`src/rtl/lsu_pkg.sv`:
```
// Shared encodings and lane helpers for the load/store unit.
// Lane functions assume little-endian byte order within a 32-bit word.
package lsu_pkg;

    localparam logic [1:0] SZ_BYTE = 2'b00;
    localparam logic [1:0] SZ_HALF = 2'b01;
    localparam logic [1:0] SZ_WORD = 2'b10;
    localparam logic [1:0] SZ_RSVD = 2'b11;

    typedef enum logic [2:0] {
        IDLE   = 3'd0,
        RD     = 3'd1,
        RDWAIT = 3'd2,
        WR     = 3'd3,
        RESP   = 3'd4,
        ERR    = 3'd5
    } lsu_state_t;

    function automatic logic [31:0] lane_extract(
        input logic [31:0] word,
        input logic [1:0]  lo,
        input logic [1:0]  size,
        input logic        uns
    );
        logic [7:0]  b;
        logic [15:0] h;
        b = word[{lo, 3'b000} +: 8];
        h = lo[1] ? word[31:16] : word[15:0];
        case (size)
            SZ_BYTE: return uns ? {24'b0, b} : {{24{b[7]}}, b};
            SZ_HALF: return uns ? {16'b0, h} : {{16{h[15]}}, h};
            default: return word;
        endcase
    endfunction

    // Only the addressed lane(s) take store data; the rest keep the old word.
    function automatic logic [31:0] lane_merge(
        input logic [31:0] word,
        input logic [1:0]  lo,
        input logic [1:0]  size,
        input logic [31:0] wdata
    );
        logic [31:0] m;
        m = word;
        case (size)
            SZ_BYTE: m[{lo, 3'b000} +: 8] = wdata[7:0];
            SZ_HALF: begin
                if (lo[1]) m[31:16] = wdata[15:0];
                else       m[15:0]  = wdata[15:0];
            end
            default: m = wdata;
        endcase
        return m;
    endfunction

endpackage

```
`src/rtl/load_store_unit_lane_align.sv`:
```
// Combinational lane alignment: load extraction/extension and store merge
// of a read-back memory word.
module lsu_lane_align
    import lsu_pkg::*;
(
    input  logic [31:0] word,
    input  logic [1:0]  addr_lo,
    input  logic [1:0]  size,
    input  logic        is_unsigned,
    input  logic [31:0] wdata,
    output logic [31:0] load_val,
    output logic [31:0] merged
);

    always_comb begin
        load_val = lane_extract(word, addr_lo, size, is_unsigned);
        merged   = lane_merge(word, addr_lo, size, wdata);
    end

endmodule

```
`src/rtl/load_store_unit.sv`:
```
// Byte-addressed load/store front end for a word-only memory; one request
// in flight, read-modify-write for sub-word stores.
//
// Handshake: a request transfers on a rising clk edge where req_valid and
// req_ready are both 1; req_ready is 1 only in IDLE. resp_valid is a
// one-cycle pulse with no backpressure, qualified by resp_err.
module load_store_unit
    import lsu_pkg::*;
#(
    parameter int MEM_WORDS = 32
) (
    input  logic        clk,
    input  logic        reset,
    input  logic        req_valid,
    output logic        req_ready,
    input  logic        req_we,
    input  logic [1:0]  req_size,
    input  logic        req_unsigned,
    input  logic [31:0] req_addr,
    input  logic [31:0] req_wdata,
    output logic        resp_valid,
    output logic        resp_err,
    output logic [31:0] resp_rdata,
    output logic [31:0] mem_address,
    output logic [31:0] mem_data,
    output logic        mem_memW,
    output logic        mem_memR,
    input  logic [31:0] mem_readData,
    output lsu_state_t  dbg_state
);

    lsu_state_t  state;
    logic [31:0] addr_q;
    logic        we_q;
    logic [1:0]  size_q;
    logic        uns_q;
    logic [31:0] wdata_q;
    logic [31:0] wbuf;
    logic        req_bad;
    logic [31:0] load_val;
    logic [31:0] merged;

    always_comb begin
        req_bad = (req_size == SZ_RSVD)
               || (req_size == SZ_HALF && req_addr[0])
               || (req_size == SZ_WORD && req_addr[1:0] != 2'b00)
               || ({2'b00, req_addr[31:2]} >= 32'(MEM_WORDS));
    end

    lsu_lane_align u_align (
        .word        (mem_readData),
        .addr_lo     (addr_q[1:0]),
        .size        (size_q),
        .is_unsigned (uns_q),
        .wdata       (wdata_q),
        .load_val    (load_val),
        .merged      (merged)
    );

    always_ff @(posedge clk) begin
        if (reset) begin
            state      <= IDLE;
            addr_q     <= '0;
            we_q       <= 1'b0;
            size_q     <= SZ_BYTE;
            uns_q      <= 1'b0;
            wdata_q    <= '0;
            wbuf       <= '0;
            resp_valid <= 1'b0;
            resp_err   <= 1'b0;
            resp_rdata <= '0;
        end else begin
            resp_valid <= 1'b0;
            resp_err   <= 1'b0;
            case (state)
                IDLE: begin
                    if (req_valid) begin
                        addr_q  <= req_addr;
                        we_q    <= req_we;
                        size_q  <= req_size;
                        uns_q   <= req_unsigned;
                        wdata_q <= req_wdata;
                        wbuf    <= req_wdata;
                        if (req_bad) begin
                            state      <= ERR;
                            resp_valid <= 1'b1;
                            resp_err   <= 1'b1;
                            resp_rdata <= '0;
                        end else if (req_we && req_size == SZ_WORD) begin
                            state <= WR;
                        end else begin
                            state <= RD;
                        end
                    end
                end
                RD: state <= RDWAIT;
                // Memory data is valid here, one cycle after the read strobe.
                RDWAIT: begin
                    if (we_q) begin
                        wbuf  <= merged;
                        state <= WR;
                    end else begin
                        resp_valid <= 1'b1;
                        resp_rdata <= load_val;
                        state      <= RESP;
                    end
                end
                WR: begin
                    resp_valid <= 1'b1;
                    resp_rdata <= '0;
                    state      <= RESP;
                end
                RESP:    state <= IDLE;
                ERR:     state <= IDLE;
                default: state <= IDLE;
            endcase
        end
    end

    assign req_ready   = (state == IDLE);
    assign mem_memR    = (state == RD);
    assign mem_memW    = (state == WR);
    assign mem_address = {2'b00, addr_q[31:2]};
    assign mem_data    = wbuf;
    assign dbg_state   = state;

endmodule

```
`config.mk`:
```
export PLATFORM = sky130hd
export DESIGN_NAME = load_store_unit
export DESIGN_NICKNAME = d
export VERILOG_FILES = /design/src/rtl/lsu_pkg.sv /design/src/rtl/load_store_unit_lane_align.sv /design/src/rtl/load_store_unit.sv
export SDC_FILE = /design/constraint.sdc
export NUM_CORES = 1
export LEC_CHECK = 0
export BUFFER_PORTS_ARGS = -buffer_cell sky130_fd_sc_hd__buf_2
export CELL_PAD_IN_SITES_DETAIL_PLACEMENT = 0
export CELL_PAD_IN_SITES_GLOBAL_PLACEMENT = 1
export CORE_ASPECT_RATIO = 0.8
export CORE_MARGIN = 2
export CORE_UTILIZATION = 34
export DETAILED_ROUTE_END_ITERATION = 8
export PLACE_DENSITY = 0.88
export SETUP_SLACK_MARGIN = 0.2
export SLEW_MARGIN = 15
export SYNTH_ARGS = -nofsm -noshare
export SYNTH_HDL_FRONTEND = slang
export SYNTH_SLANG_ARGS = --single-unit
```
`constraint.sdc`:
```
create_clock -name clk -period 2.46 [get_ports clk]
set_input_delay 0.492 -clock clk [delete_from_list [all_inputs] [get_ports clk]]
set_output_delay 0.492 -clock clk [all_outputs]
set_load 0.005 [all_outputs]
```
==> flow_summary.toml <==
[sta]
fin_crit_sh_pct = 88.68
tightest_slew_ps = 749.6
finClkSkew_ps = 9.766
grt_setup_unrepaired = "false"
finalSetupViolCount = 0
hold_viol_final = 0
fmaxAchievable_mhz = 458.4
fin_setup_tns_ps = 0
drv_slew = 0
maxSlewHeadroom_pct = 50.03
period_needed_ps = 2182

[placement]
gp_congestion = 0.9310
hpwl_um = 17440
port_buffers = 204

[logic_synthesis]
ys_async_sr_fraction_pct = 0
ys_warn_count = 0
syn-cell-area_um2 = 7099
ys_ff_latch = 137
seq_area_frac_synth_pct = 38.63
post_synth_num_cell_types = 56
synth_edf_count = 0
avgSynthCellArea_um2 = 7.879
synthCells = 901
ys.flop_type = "dfxtp_1"

[clocking]
cts_tree = "done"
cts_resized = 0
cts.clk_slew.worst_paths_ps = 60
clockBufferDepth = 2
cts-root-buf = "clkbuf_16"
cts-buffers-inserted = 17
clock_latency_ps = 430
cts_max_level = 4
cts_setup_buffers = 0
cts.sinks = 137
cts_hold_buf = 0

[layout]
multi_input_area_um2 = 3795
num-fill-cells = 2150
layout.nets = 1158
regArea_um2 = 2744
utilization_pct = 42.95
area_growth_syn_to_layout_pct = 24.53
drive_gt1_share_pct = 28.22

[drt]
vias_per_cell = 5.332
wire_per_inst_um = 18.29
drtPass1Iterations = 6
postRouteAntennaNets = 0
vias = 7123
wirelength_um = 24430
dr.first_iter.drc_count = 865
drc = 0

[floorplanning]
ios = 207
num_rows = 47
die_w_um = 165.6
core_area_um2 = 20580
die_h_um = 133.2
start_util_pct = 34.49
die_area_um2 = 22060

[worst_setup_path]
crit_arrival_ps = 2530
r2r_start = "addr_q[1]"
worst-path-buf-inv = 3
crit_path_frequent_cell = "buf_4"
startpoint_type = "flop"
worstPathRequired_ps = 2810
end_kind = "flop"
slowest_delay_ps = 350
cp_slowest_cell = "and3b_1"
crit_chain = "buf_4, buf_4, and3b_1, buf_4, nand2_1, o2111ai_1, o211ai_1, a21oi_1"
path_class = "flop to flop"
crit_family = "buffers and inverters"
startpoint = "addr_q[1]"
worst-path-max-fanout = 19

[power_and_ir_drop]
peakVddDrop_v = 0.0003529
sequentialPowerShare_pct = 41.0
combPwrFrac_pct = 18.4
power_switching_w = 0.001777
p_int_w = 0.004238
power.share.clock_pct = 40.6
power_leakage_nw = 3.603
powerDensity_nw_per_um2 = 680.3
p_sw_share_pct = 29.54

[hold_path]
hold_path_class = "primary input to flop"
hold_start = "req_addr[4]"

[global_routing]
grt_pass1_vias = 6322
grt_max_degree = 138
grt_pass1_wl_um = 36760
antenna_found_initial = 7
grt_usage_pct = 21.82
grt-ovfl-total = 0

[run]
drv_cap = 0

[run_status]
status = "complete, no violations"
flip-flops by register name, indices dropped and copies added (netlist names):
register    flops
dbg_state       3
resp_err        1
we_q            1
uns_q           1
addr_q         32
size_q          2
resp_valid      1
mem_data       32
wdata_q        32
resp_rdata     32
worst paths after layout:
check	end	slack, ps	cells past startpoint
worst max-delay path	mem_data[14]	280	8
worst min-delay path	addr_q[4]	300	3
worst max register to register	mem_data[14]	280	8
worst min register to register	addr_q[17]	450	2
cell usage in the layout (no fill, tap or decap), types with 15 or more instances in the layout:
cell       synthesis  final
buf_2             13    203
o2111ai_1         16     16
a21oi_1          118    117
inv_1             15     15
buf_4             33     28
dfxtp_1          137    136
nand2b_1          29     29
nor2b_1           25     25
o211ai_1          33     33
mux2i_1           31     31
nand2_1          221    220
o21ai_0           42     42
clkbuf_16          0     17
power groups by stage:
stage	logic, W	clock network (W)	registers [W]
finish	0.00111	0.00244	0.00246
global route	0.00121	0.00260	0.00248
CTS	0.00109	0.00251	0.00246
detailed placement	0.00109	0	0.00251
global placement	0.00108	0	0.00250
floorplan	0.000682	0	0.00248
stage by stage:
step           total power (W)  setup slack [ps]  cells  area [um^2]  hold slack [ps]
6_report              0.006015             278.4   1336         8841            300.4
5_1_grt               0.006296             201.0   1334         8836            295.4
4_1_cts               0.006060             309.2   1332         8796            283.8
3_5_place_dp          0.003593             5.037   1300         8238            442.8
3_3_place_gp          0.003580             40.99   1300         8238            436.3
2_1_floorplan         0.003163             207.5    902         7104            436.0
worst register-to-register path: stages, from the launching register on:
cell and delay [ps]:
dfxtp_1 320, buf_4 200, buf_4 300, and3b_1 360, buf_4 290, nand2_1 120
o2111ai_1 180, o211ai_1 160, a21oi_1 180
kinds of logic after synthesis:
kind of cell	synth area share (%)
simple gates	19.92
fa+ha+maj	0.8812
flops	38.63
other cells	0.05282
compound gates	24.92
buf+inv	8.530
mux	7.067
area by class of cell:
class	count	area share [%]
antenna	4	0.1132
clock buffer	20	5.166
clock inverter	12	1.146
inverter	16	0.6793
multi-input combinational	641	42.92
sequential	137	31.04
tap	269	3.807
timing repair buffer	237	15.13
Yosys cell counts (all sizes together), types with 16 or more instances:
cell type	instances	area share, %
o21ai	43	3.1
nor2b	25	2.2
buf	55	4.9
mux2i	31	4.4
a21oi	119	8.4
o2111ai	16	2.0
inv	16	0.85
clkbuf	53	2.8
dfxtp	137	39
nand2b	29	2.6
nand2	221	12
o211ai	33	3.5
per-layer routing:
metal,global-route usage (%),vias to the layer above,wire length (um)
li1,-,3452,-
met1,30.94,3319,11200
met2,31.51,324,10400
met3,7.161,24,2500
met4,6.226,4,310
met5,0,-,25
Power figures use the tool's default switching activity.
